## config.mk

```make
export PLATFORM = sky130hd
export DESIGN_NAME = ws2812b_serializer
export DESIGN_NICKNAME = d
export VERILOG_FILES = /design/src/rtl/ws2812b_pkg.sv /design/src/rtl/ws2812b_bit_timer.sv /design/src/rtl/ws2812b_serializer.sv
export SDC_FILE = /design/constraint.sdc
export NUM_CORES = 1
export LEC_CHECK = 0
export BUFFER_PORTS_ARGS = -buffer_cell sky130_fd_sc_hd__buf_2
export CAP_MARGIN = 20
export CORE_MARGIN = 3
export CORE_UTILIZATION = 40
export DETAILED_ROUTE_END_ITERATION = 10
export GPL_ROUTABILITY_DRIVEN = 0
export PLACE_DENSITY = 0.68
export RECOVER_POWER = 25
export SLEW_MARGIN = 15
export SYNTH_ARGS = -nofsm -noshare
export SYNTH_HDL_FRONTEND = slang
export SYNTH_SLANG_ARGS = --single-unit
```

## constraint.sdc

```tcl
create_clock -name clk -period 4.4 [get_ports clk]
set_clock_uncertainty 0.05 [all_clocks]
set_input_delay 0.44 -clock clk [delete_from_list [all_inputs] [get_ports clk]]
set_output_delay 0.44 -clock clk [all_outputs]
set_load 0.005 [all_outputs]
```

## src/rtl/ws2812b_pkg.sv

```systemverilog
// Shared types and default timing for the WS2812B serializer.
// Timing defaults assume a 20 MHz clk.
// No ports; imported by ws2812b_serializer and ws2812b_bit_timer.
package ws2812b_pkg;

  localparam int PIXEL_BITS = 24;

  // 20 MHz defaults: 0.40 us, 0.80 us, 1.25 us, 300 us
  localparam int T0H_CYCLES_DEF   = 8;
  localparam int T1H_CYCLES_DEF   = 16;
  localparam int BIT_CYCLES_DEF   = 25;
  localparam int RESET_CYCLES_DEF = 6000;

  typedef enum logic [1:0] {
    IDLE  = 2'd0,
    HIGH  = 2'd1,
    LOW   = 2'd2,
    LATCH = 2'd3
  } state_t;

endpackage

```

## src/rtl/ws2812b_bit_timer.sv

```systemverilog
// Cycle counter for one WS2812B bit period, reused to time the latch period.
// Latency: end flags are combinational decodes of the registered count.
// Backpressure: none; the owning FSM decides when to clear and when to count.
// Ports: clk, reset (async, active-high), clr (restart at 0, wins over en),
//        en (count up), bit_val (bit being sent), high_end (last high cycle),
//        bit_end (last cycle of the bit period), latch_end (last latch cycle).
module ws2812b_bit_timer #(
  parameter int T0H_CYCLES   = 8,
  parameter int T1H_CYCLES   = 16,
  parameter int BIT_CYCLES   = 25,
  parameter int RESET_CYCLES = 6000,
  parameter int CNT_W        = 13
) (
  input  logic clk,
  input  logic reset,
  input  logic clr,
  input  logic en,
  input  logic bit_val,
  output logic high_end,
  output logic bit_end,
  output logic latch_end
);

  localparam logic [CNT_W-1:0] T0H_LAST   = CNT_W'(T0H_CYCLES - 1);
  localparam logic [CNT_W-1:0] T1H_LAST   = CNT_W'(T1H_CYCLES - 1);
  localparam logic [CNT_W-1:0] BIT_LAST   = CNT_W'(BIT_CYCLES - 1);
  localparam logic [CNT_W-1:0] RESET_LAST = CNT_W'(RESET_CYCLES - 1);

  logic [CNT_W-1:0] cnt;

  always_ff @(posedge clk or posedge reset) begin
    if (reset) begin
      cnt <= '0;
    end else if (clr) begin
      cnt <= '0;
    end else if (en) begin
      cnt <= cnt + 1'b1;
    end
  end

  // The count runs across the whole bit, so the high phase ends at the
  // bit-dependent width and the bit ends at a fixed period.
  assign high_end  = (cnt == (bit_val ? T1H_LAST : T0H_LAST));
  assign bit_end   = (cnt == BIT_LAST);
  assign latch_end = (cnt == RESET_LAST);

endmodule

```

## src/rtl/ws2812b_serializer.sv

```systemverilog
// WS2812B single-wire serializer: one 24-bit pixel per valid/ready handshake, MSB first.
// Latency: led rises the cycle after accept; a pixel takes 24*BIT_CYCLES cycles, plus RESET_CYCLES if latched.
// Backpressure: ready is registered; without WS2812B_DOUBLE_BUFFER_EN it is high only in IDLE,
//   with WS2812B_DOUBLE_BUFFER_EN it is !hold_full (one pixel queued behind the shifter).
// Ports: clk, reset (async, active-high), data_in[23:0], valid, latch -> ready, led.
module ws2812b_serializer
  import ws2812b_pkg::*;
#(
  parameter int T0H_CYCLES   = T0H_CYCLES_DEF,
  parameter int T1H_CYCLES   = T1H_CYCLES_DEF,
  parameter int BIT_CYCLES   = BIT_CYCLES_DEF,
  parameter int RESET_CYCLES = RESET_CYCLES_DEF
) (
  input  logic                  clk,
  input  logic                  reset,
  input  logic [PIXEL_BITS-1:0] data_in,
  input  logic                  valid,
  input  logic                  latch,
  output logic                  ready,
  output logic                  led
);

  localparam int CNT_W = $clog2(RESET_CYCLES + 1);
  localparam int BIT_W = $clog2(PIXEL_BITS);

  state_t                state, state_nxt;
  logic [PIXEL_BITS-1:0] shift;
  logic                  latch_q;
  logic [BIT_W-1:0]      bit_cnt;

  logic accept, load_in, load_hold, shift_en, next_pixel;
  logic tmr_clr, tmr_en, high_end, bit_end, latch_end;
  logic ready_nxt;
  logic [PIXEL_BITS-1:0] nxt_data;
  logic                  nxt_latch;

  assign accept = valid & ready;

  ws2812b_bit_timer #(
    .T0H_CYCLES  (T0H_CYCLES),
    .T1H_CYCLES  (T1H_CYCLES),
    .BIT_CYCLES  (BIT_CYCLES),
    .RESET_CYCLES(RESET_CYCLES),
    .CNT_W       (CNT_W)
  ) u_timer (
    .clk      (clk),
    .reset    (reset),
    .clr      (tmr_clr),
    .en       (tmr_en),
    .bit_val  (shift[PIXEL_BITS-1]),
    .high_end (high_end),
    .bit_end  (bit_end),
    .latch_end(latch_end)
  );

`ifdef WS2812B_DOUBLE_BUFFER_EN
  logic [PIXEL_BITS-1:0] hold_data;
  logic                  hold_latch;
  logic                  hold_full, hold_full_nxt;
`endif

  always_comb begin
    state_nxt  = state;
    tmr_clr    = 1'b0;
    tmr_en     = 1'b0;
    load_in    = 1'b0;
    load_hold  = 1'b0;
    shift_en   = 1'b0;
    next_pixel = 1'b0;
    case (state)
      IDLE: begin
        if (accept) begin
          load_in   = 1'b1;
          tmr_clr   = 1'b1;
          state_nxt = HIGH;
        end
      end
      HIGH: begin
        tmr_en = 1'b1;
        if (high_end) state_nxt = LOW;
      end
      LOW: begin
        tmr_en = 1'b1;
        if (bit_end) begin
          tmr_clr = 1'b1;
          if (bit_cnt != BIT_W'(PIXEL_BITS - 1)) begin
            shift_en  = 1'b1;
            state_nxt = HIGH;
          end else if (latch_q) begin
            state_nxt = LATCH;
          end else begin
            next_pixel = 1'b1;
          end
        end
      end
      LATCH: begin
        tmr_en = 1'b1;
        if (latch_end) begin
          tmr_clr    = 1'b1;
          next_pixel = 1'b1;
        end
      end
    endcase

    // Pixel boundary: with a queued pixel the next bit starts on this edge,
    // keeping rising edges exactly one bit period apart.
    if (next_pixel) begin
`ifdef WS2812B_DOUBLE_BUFFER_EN
      if (hold_full) begin
        load_hold = 1'b1;
        state_nxt = HIGH;
      end else if (accept) begin
        load_in   = 1'b1;
        state_nxt = HIGH;
      end else begin
        state_nxt = IDLE;
      end
`else
      state_nxt = IDLE;
`endif
    end
  end

`ifdef WS2812B_DOUBLE_BUFFER_EN
  // An accept that does not go straight into the shifter parks in the hold
  // register; ready is low whenever it is full, so it is never overwritten.
  always_comb begin
    hold_full_nxt = hold_full;
    if (load_hold) hold_full_nxt = 1'b0;
    if (accept && !load_in) hold_full_nxt = 1'b1;
  end

  always_ff @(posedge clk or posedge reset) begin
    if (reset) begin
      hold_data  <= '0;
      hold_latch <= 1'b0;
      hold_full  <= 1'b0;
    end else begin
      hold_full <= hold_full_nxt;
      if (accept && !load_in) begin
        hold_data  <= data_in;
        hold_latch <= latch;
      end
    end
  end

  assign nxt_data  = load_hold ? hold_data  : data_in;
  assign nxt_latch = load_hold ? hold_latch : latch;
  assign ready_nxt = !hold_full_nxt;
`else
  assign nxt_data  = data_in;
  assign nxt_latch = latch;
  assign ready_nxt = (state_nxt == IDLE);
`endif

  // Reset lands in LATCH so the strip always sees a full latch period first.
  always_ff @(posedge clk or posedge reset) begin
    if (reset) begin
      state <= LATCH;
      led   <= 1'b0;
      ready <= 1'b0;
    end else begin
      state <= state_nxt;
      led   <= (state_nxt == HIGH);
      ready <= ready_nxt;
    end
  end

  always_ff @(posedge clk or posedge reset) begin
    if (reset) begin
      shift   <= '0;
      latch_q <= 1'b0;
      bit_cnt <= '0;
    end else if (load_in || load_hold) begin
      shift   <= nxt_data;
      latch_q <= nxt_latch;
      bit_cnt <= '0;
    end else if (shift_en) begin
      shift   <= {shift[PIXEL_BITS-2:0], 1'b0};
      bit_cnt <= bit_cnt + 1'b1;
    end
  end

endmodule

```

Word level (Yosys, flattened, before mapping)
Cells that the tools add are included.

Flip-flop bits (word level): 47. Input port bits: 28. Output and inout port bits: 2. Word-level logic and storage cells: 50.

Add/sub/neg operators: 2. Equality and inequality tests: 8. Multiplexer cells: 27. Bitwise logic cells: 1. Reductions and logical operators: 5.

Operator list (count): 2-to-1 mux 24 bit (2); 2-to-1 mux 13 bit (2); adder 13 x 1 -> 13 bit (second input constant) (1); equality test 13 bit (1); equality test 13 bit (second input constant) (1); equality test 13 x 5 -> 1 bit (second input constant) (1); 2-to-1 mux 2 bit (6); 2-to-1 mux 1 bit (11); 2-to-1 mux 5 bit (2); one-hot mux 2 bit (3 select lines) (1); adder 5 x 1 -> 5 bit (second input constant) (1); != test 5 bit (second input constant) (1); equality test 2 x 1 -> 1 bit (second input constant) (2); equality test 2 bit (second input constant) (2); zero test 2 bit (2); 2-to-1 mux 4 bit (1); nonzero test 2 bit (2); one-hot mux 1 bit (3 select lines) (1); OR reduction 3 bit (1); one-hot mux 1 bit (2 select lines) (1); bitwise AND 1 bit (1).

Logic depth before layout (Yosys ltp)
Gate-level depths: netlist of run 1.

Depth after elaboration: 6. Mapped depth: 8. Mapped depth without buffers: 6.

Cells and area by module
A second synthesis of run 1 with hierarchy kept.

Cell total of the unflattened synthesis: 224. Area, all modules: 2467.4 um^2.

By module, submodules not included: ws2812b_serializer (instances 1, cells each 138, area each 1670.4 um^2, seq. area each 853.3 um^2); ws2812b_bit_timer (instances 1, cells each 86, area each 797.0 um^2, seq. area each 325.3 um^2).

Worst setup path after synthesis of run 1
No wires, ideal clock.

Path type: flip-flop to flip-flop. Start: register u_timer.cnt[0]. End: register bit_cnt[3]. Setup time: 78 ps. Arrival time: 1758 ps. Data required time: 4272 ps. Setup slack: 2514 ps. Stages on the path, launching flop included: 8. Clock period less this slack: 1886 ps. Cells stage by stage: dfrtp_1 > inv_1 > ha_1 > nor4bb_1 > nand4b_1 > buf_2 > or4_1 > a21oi_1.

Longest elaborated chain between the ends: 4.

RTL lines: from (decl) (RTL line ws2812b_bit_timer.sv:29) `logic [CNT_W-1:0] cnt;`; from (signal assigned) (RTL line ws2812b_bit_timer.sv:37) `cnt <= cnt + 1'b1;`; equality test 13 x 5 -> 1 bit (RTL line ws2812b_bit_timer.sv:44) `assign bit_end = (cnt == BIT_LAST);`; 2-to-1 mux 1 bit (RTL line ws2812b_serializer.sv:84) `if (bit_end) begin`; 2-to-1 mux 1 bit (RTL line ws2812b_serializer.sv:70) `case (state)`; nonzero test 2 bit (no line); to (signal assigned) (RTL line ws2812b_serializer.sv:180) `bit_cnt <= bit_cnt + 1'b1;`; to (decl) (RTL line ws2812b_serializer.sv:29) `logic [BIT_W-1:0] bit_cnt;`.

No other way between the ends. A chain may end at the register's enable or synchronous reset.

Worst setup path in the final report of run 1
Start: register u_timer.cnt[0]. End: register led.

Longest elaborated chain between the ends: 5. Elaborated cells on any way between the ends: 11. Classes of those cells: 4 x eq/ne; 7 x mux.

RTL lines: equality test 13 x 5 -> 1 bit (tied with other cells) (RTL line ws2812b_bit_timer.sv:44); 2-to-1 mux 2 bit (tied with other cells) (RTL line ws2812b_serializer.sv:84); one-hot mux 2 bit (3 select lines) / one-hot mux 1 bit (2 select lines) (equally long branches) (RTL line ws2812b_serializer.sv:70); 2-to-1 mux 2 bit * (RTL line ws2812b_serializer.sv:107) `if (next_pixel) begin`; equality test 2 x 1 -> 1 bit * (RTL line ws2812b_serializer.sv:164) `led <= (state_nxt == HIGH);`; to (signal assigned) (RTL line ws2812b_serializer.sv:164); to (decl) (RTL line ws2812b_serializer.sv:20) `output logic led`.

Mark *: on every way between the ends. The rest lies on a longest branch, timed or not.

==> results of run 1 <==
[final timing paths]
path	slack [ns]	endpoint	startpoint	depth (start not counted)
setup / recovery	1.95	led	u_timer.cnt[0]	6
hold / removal	0.06	u_timer.cnt[5]	reset	2
setup reg to reg	1.95	led	u_timer.cnt[0]	6
hold reg to reg	0.47	latch_q	latch_q	2
max in group asynchronous	2.01	u_timer.cnt[11]	reset	3
min in group clk	0.28	latch_q	latch	3
[area by class of cell]
| class | count | area [sq um] | area share |
|---|---|---|---|
| Tap cell | 72 | 90.09 | 0.03303 |
| Sequential cell | 47 | 1179 | 0.4321 |
| Inverter | 6 | 22.52 | 0.008257 |
| Timing Repair Buffer | 35 | 201.4 | 0.07385 |
| Multi-Input combinational cell | 194 | 1129 | 0.4138 |
| Clock buffer | 7 | 76.32 | 0.02798 |
| Clock inverter | 1 | 30.03 | 0.01101 |
[critical path: cells and delay by family (launching register included)]
kind	cells	cell delay (ns)
buffers and inverters	1	0.07
AND/OR/NAND/NOR	3	1.44
flip-flops	1	0.42
AO/OA/AOI/OAI	1	0.23
adder cells (fa/ha/maj)	1	0.13
[metal layers]
metal / vias up / global-route usage / share of wire
met5: - / 0 / 0
met4: 0 / 0.03801 / 0.010
met3: 4 / 0.03949 / 0.030
met2: 31 / 0.2398 / 0.46
met1: 963 / 0.2160 / 0.50
li1: 1021 / - / -
[sequential cells by signal, indices dropped and copies added (netlist names)]
| name | cells |
|---|---|
| ready | 1 |
| u_timer.cnt | 13 |
| led | 1 |
| bit_cnt | 5 |
| shift | 24 |
| state | 2 |
| latch_q | 1 |
[power breakdown]
part	internal [mW]	leakage, nW	switching [mW]	total (mW)
clock network	0.170	0.0524	0.139	0.309
registers	0.620	0.562	0.144	0.764
logic	0.194	0.514	0.184	0.378
total	0.984	1.13	0.466	1.45
[cell usage in the layout, fill, tap and decap left out, types with 2 or more instances in the layout]
master	count
dfrtp_1	45
nor2_1	36
a21oi_1	31
buf_2	29
o21ai_1	22
a31oi_1	22
nand2_1	13
xnor2_1	9
nand3_1	8
inv_1	6
o21ai_0	5
clkbuf_8	5
o211ai_1	4
nand4b_1	3
nor4bb_1	3
and4b_1	3
nor4_1	3
or3_1	3
nor3_1	3
ha_1	3
clkbuf_1	3
buf_4	3
and3_1	2
o31ai_1	2
or4_1	2
nand4_1	2
a211oi_1	2
a21o_1	2
buf_8	2
dfstp_2	2
[logic make-up (layout without fill, tap and decap cells)]
family	Yosys count	after routing	synth area share
adders and majority gates	3	3	0.01560
DFF	47	47	0.4899
AOI/OAI and AO/OA	95	95	0.2278
buffers and inverters	25	49	0.04108
and+or+nand+nor	87	87	0.1929
xor gates and xnor gates	9	9	0.03276
[stage by stage]
| stage | util | total power, mW | hold slack, ns | std cells |
|---|---|---|---|---|
| after global routing | 0.4806 | 1.572 | 0.08651 | 362 |
| after CTS | 0.4746 | 1.460 | 0.2675 | 359 |
| after global placement | 0.4559 | 1.131 | 0.4465 | 351 |
| after floorplan | - | 1.033 | 0.3958 | 266 |
| after detailed placement | 0.4559 | 1.144 | 0.4449 | 351 |
| final | 0.4806 | 1.450 | 0.05806 | 362 |
==> flow_metrics.env, run 1 <==
export IMPL_hold_class="input pin to async pin"
export IMPL_dp_hpwl_um=3254
export IMPL_finalCritPeriodShare=0.5560
export IMPL_post_synth_top_count_cell="dfrtp_1"
export IMPL_diodes=0
export IMPL_antenna_found_initial=0
export IMPL_synth_main_ff_cell="dfrtp_1"
export IMPL_synth_edf_count=0
export IMPL_synth_top_cell_area_share=0.4680
export IMPL_synth_top_area_cell="dfrtp_1"
export IMPL_hold_violations=0
export IMPL_yosys_register_bits=47
export IMPL_clkLatencyLatePin_ns=0.29
export IMPL_worst_setup_path_end_kind="flip-flop"
export IMPL_dieArea_sq_um=6981
export IMPL_slowest_stage="and4b_1"
export IMPL_wl_per_cell_um=14.56
export IMPL_vias=2019
export IMPL_cp_max_fo=27
export IMPL_antenna_left=0
export IMPL_rsz0062_at_grt="no"
export IMPL_dpl_worst_slack_ns=1.988
export IMPL_drive_above_1_share=0.1552
export IMPL_overflow=0
export IMPL_cts_setup_buffers=0
export IMPL_port_buffers=29
export IMPL_drt_iter0_drc=144
export IMPL_path_cells="inv_1, ha_1, nor4bb_1, and4b_1, nand2_1, a211oi_1"
export IMPL_fin_tns_setup_ns=0
export IMPL_die_h_um=83.56
export IMPL_dr_pass1_iters=4
export IMPL_viasPerCell=5.577
export IMPL_num_io_pins=30
export IMPL_die_w_um=83.56
export IMPL_crit_type="flip-flop to flip-flop"
export IMPL_synthesis_instances=266
export IMPL_grt_usage=0.1543
export IMPL_syn_avg_cell_area_sq_um=9.045
export IMPL_start_util=0.4239
export IMPL_required_ns=4.55
export IMPL_fill_cells=555
export IMPL_clk_pin_slew_worst_paths_ns=0.08
export IMPL_ctsHoldBuffers=0
export IMPL_max_freq_ghz=0.4087
export IMPL_start_kind="flip-flop"
export IMPL_cts_resized=0
export IMPL_fin_crit_ns=2.447
export IMPL_grt_pass1_vias=1939
export IMPL_cts_num_sinks=47
export IMPL_nets=320
export IMPL_worstMarginPinSlew_ns=2.037
export IMPL_core_sq_um=5675
export IMPL_syn_area_sq_um=2406
export IMPL_critical_path_arrival_ns=2.60
export IMPL_rows=27
export IMPL_maxSlewViolCount=39
export IMPL_maxCapViolations=1
export IMPL_yosys_top_cells_area="dfrtp_1 (47%), a21oi_1 (6.4%), a31oi_1 (5.7%), nor2_1 (5.6%), o21ai_1 (4.6%)"
export IMPL_htreeDepth=2
export IMPL_setup_slack_ns=1.953
export IMPL_drt_total_wl_um=5269
export IMPL_vdd_drop_max_mv=0.2628
export IMPL_place_area_sq_um=2587
export IMPL_relSlewSlack=-0.3582
export IMPL_clock_path_buffers=2
export IMPL_synth_seq_area_share=0.4899
export IMPL_ys_types=39
export IMPL_status="finished, violations left"
export IMPL_cts_root_buffer="clkbuf_8"
export IMPL_ys_warn_count=0
export IMPL_slowest_delay_ns=0.92
export IMPL_setup_violations=0
export IMPL_grt_start_max_net_pins=48
export IMPL_synthArstFlopShare=1.000
export IMPL_final_area_sq_um=2728
export IMPL_power_density_nw_per_um2=531.8
export IMPL_cts_tree="yes"
export IMPL_synth_common_cells="dfrtp_1 (45), nor2_1 (36), a21oi_1 (31)"
export IMPL_synth_fp_nets=297
export IMPL_drc_errors=0
export IMPL_areaGrowthSynthToFinish_pct=13.36
export IMPL_grt_pass1_wl_um=9018
export IMPL_p_leak_nw=1.128
export IMPL_violations="capacitance limit, slew limit"
export IMPL_cts_made_buffers=5
Power figures use the tool's default switching activity.
==> run 2: changes to the inputs <==
PLACE_DENSITY = 0.7   (was 0.68)
clock period = 2.1 ns   (was 4.4 ns; I/O delays follow)
==> flow_metrics.env, run 2 (synthesized netlist as in run 1, its figures left out) <==
export IMPL_status="finished clean"
export IMPL_total_power_mw=3.305
export IMPL_cts_root_buffer="clkbuf_8"
export IMPL_dp_hpwl_um=3913
export IMPL_grt_start_max_net_pins=32
export IMPL_required_ns=2.28
export IMPL_grt_use_met1=0.2330
export IMPL_clock_path_buffers=2
export IMPL_vdd_drop_max_mv=0.6020
export IMPL_reg2reg_setup_slack_ns=0.10
export IMPL_grt_pass1_wl_um=10180
export IMPL_antenna_left=0
export IMPL_busiest_layer="met2"
export IMPL_hold_class="input pin to flip-flop"
export IMPL_drive_above_1_share=0.2186
export IMPL_grt_usage=0.1741
export IMPL_drt_iter0_drc=183
export IMPL_cp_max_fo=7
export IMPL_p_leak_nw=1.248
export IMPL_worstMarginPinSlew_ns=1.159
export IMPL_rows=27
export IMPL_maxCapViolations=0
export IMPL_dr_pass1_iters=4
export IMPL_num_io_pins=30
export IMPL_final_common_cell="dfrtp_1"
export IMPL_hold_violations=0
export IMPL_grt_pass1_vias=2190
export IMPL_nets=341
export IMPL_worst_setup_path_end_kind="flip-flop"
export IMPL_relSlewSlack=0.2267
export IMPL_grt_use_met2=0.2799
export IMPL_clkLatencyLatePin_ns=0.30
export IMPL_dieArea_sq_um=6981
export IMPL_start_util=0.4239
export IMPL_crit_type="flip-flop to flip-flop"
export IMPL_setup_violations=0
export IMPL_seqPwrFrac=0.469
export IMPL_htreeDepth=2
export IMPL_finalCritPeriodShare=0.9501
export IMPL_max_freq_ghz=0.5012
export IMPL_p_sw_mw=1.041
export IMPL_viasPerCell=5.702
export IMPL_vias=2184
export IMPL_combPwrFrac=0.290
export IMPL_drc_errors=0
export IMPL_areaGrowthSynthToFinish_pct=21.42
export IMPL_wl_per_cell_um=14.83
export IMPL_overflow=0
export IMPL_dpl_worst_slack_ns=0.01004
export IMPL_mostFrequentLayoutCells="dfrtp_1 (45), nor2_1 (36), a21oi_1 (31)"
export IMPL_regMostFlops="shift"
export IMPL_die_w_um=83.56
export IMPL_grt_met3_usage=0.03060
export IMPL_cts_made_buffers=5
export IMPL_port_buffers=29
export IMPL_antenna_found_initial=0
export IMPL_cts_num_sinks=47
export IMPL_power_density_nw_per_um2=1131
export IMPL_pwr_share_clk=0.240
export IMPL_drt_total_wl_um=5681
export IMPL_cts_tree="yes"
export IMPL_reg_largest_list="shift (24), u_timer.cnt (13), bit_cnt (5)"
export IMPL_die_h_um=83.56
export IMPL_diodes=0
export IMPL_maxSlewViolCount=0
export IMPL_setup_slack_ns=0.1048
export IMPL_core_sq_um=5675
export IMPL_critical_path_arrival_ns=2.17
export IMPL_p_int_mw=2.264
export IMPL_largest_reg_flops=24
export IMPL_start_kind="flip-flop"
export IMPL_clk_pin_slew_worst_paths_ns=0.09
export IMPL_switching_share=0.3150
export IMPL_fin_crit_ns=1.995
[run 2: changes by cell type in the layout (fill, tap and decap cells not counted)]
cell           change
buf_4             +22
clkbuf_1           -2
nor4bb_2           +1
buf_12             +1
nor4bb_1           -1
buf_8              -2
bufinv_16          +1
dlygate4sd3_1      +1
[run 2: power by group through the flow]
stage	logic (mW)	registers, mW	clock network [mW]
floorplan	0.637	1.53	0
global placement	0.921	1.54	0
detailed placement	0.943	1.56	0
CTS	0.960	1.54	0.804
global route	1.09	1.60	0.848
finish	0.959	1.55	0.794
[run 2: layout make-up]
cell class | count | area, sq um
timing repair buffer | 56 | 362.8
clock buffer | 6 | 72.57
clock inverter | 2 | 60.06
tap | 72 | 90.09
inverter | 6 | 22.52
fill | 534 | 2754
sequential | 47 | 1179
multi-input combinational | 194 | 1135
[run 2: final timing paths]
path	endpoint	startpoint	cells after the start
setup / recovery	bit_cnt[4]	u_timer.cnt[0]	7
hold / removal	shift[0]	data_in[0]	3
setup reg to reg	bit_cnt[4]	u_timer.cnt[0]	7
hold reg to reg	latch_q	latch_q	2
max in group asynchronous	state[0]	reset	4
min in group asynchronous	u_timer.cnt[3]	reset	3
[run 2: stage by stage]
step	instance area, sq um	std cells	util	hold WS [ns]	setup TNS (ns)
after floorplan	2406	266	-	0.2654	0
after global placement	2758	372	0.4859	0.2922	0
after detailed placement	2758	372	0.4859	0.2921	0
after CTS	2908	382	0.5123	0.06041	0
after global routing	2922	383	0.5148	0.06336	-0.1154
final	2922	383	0.5148	0.06287	0
[run 2: routing by layer]
metal,part of all wire,up-vias
li1,-,1060
met1,0.46,1051
met4,0.020,0
met3,0.050,10
met5,0,-
met2,0.47,63
[run 2: worst max-delay path, stage by stage, from the launching register on]
cell and delay, ns:
dfrtp_1 0.39, inv_1 0.06, ha_1 0.14, nor4bb_2 0.35, nand4b_1 0.15, buf_4 0.18, or4_1 0.46, a21oi_1 0.15
[run 2: what timing repair did]
| item | 4_1_cts | 5_1_grt |
|---|---|---|
| hold endpoints to repair | 29 | 0 |
| pin swaps | 1 | 0 |
| setup endpoints to repair | 1 | 26 |
| hold buffers | 1 | 0 |
| gates resized for setup | 0 | 1 |
| setup buffers | 1 | 1 |
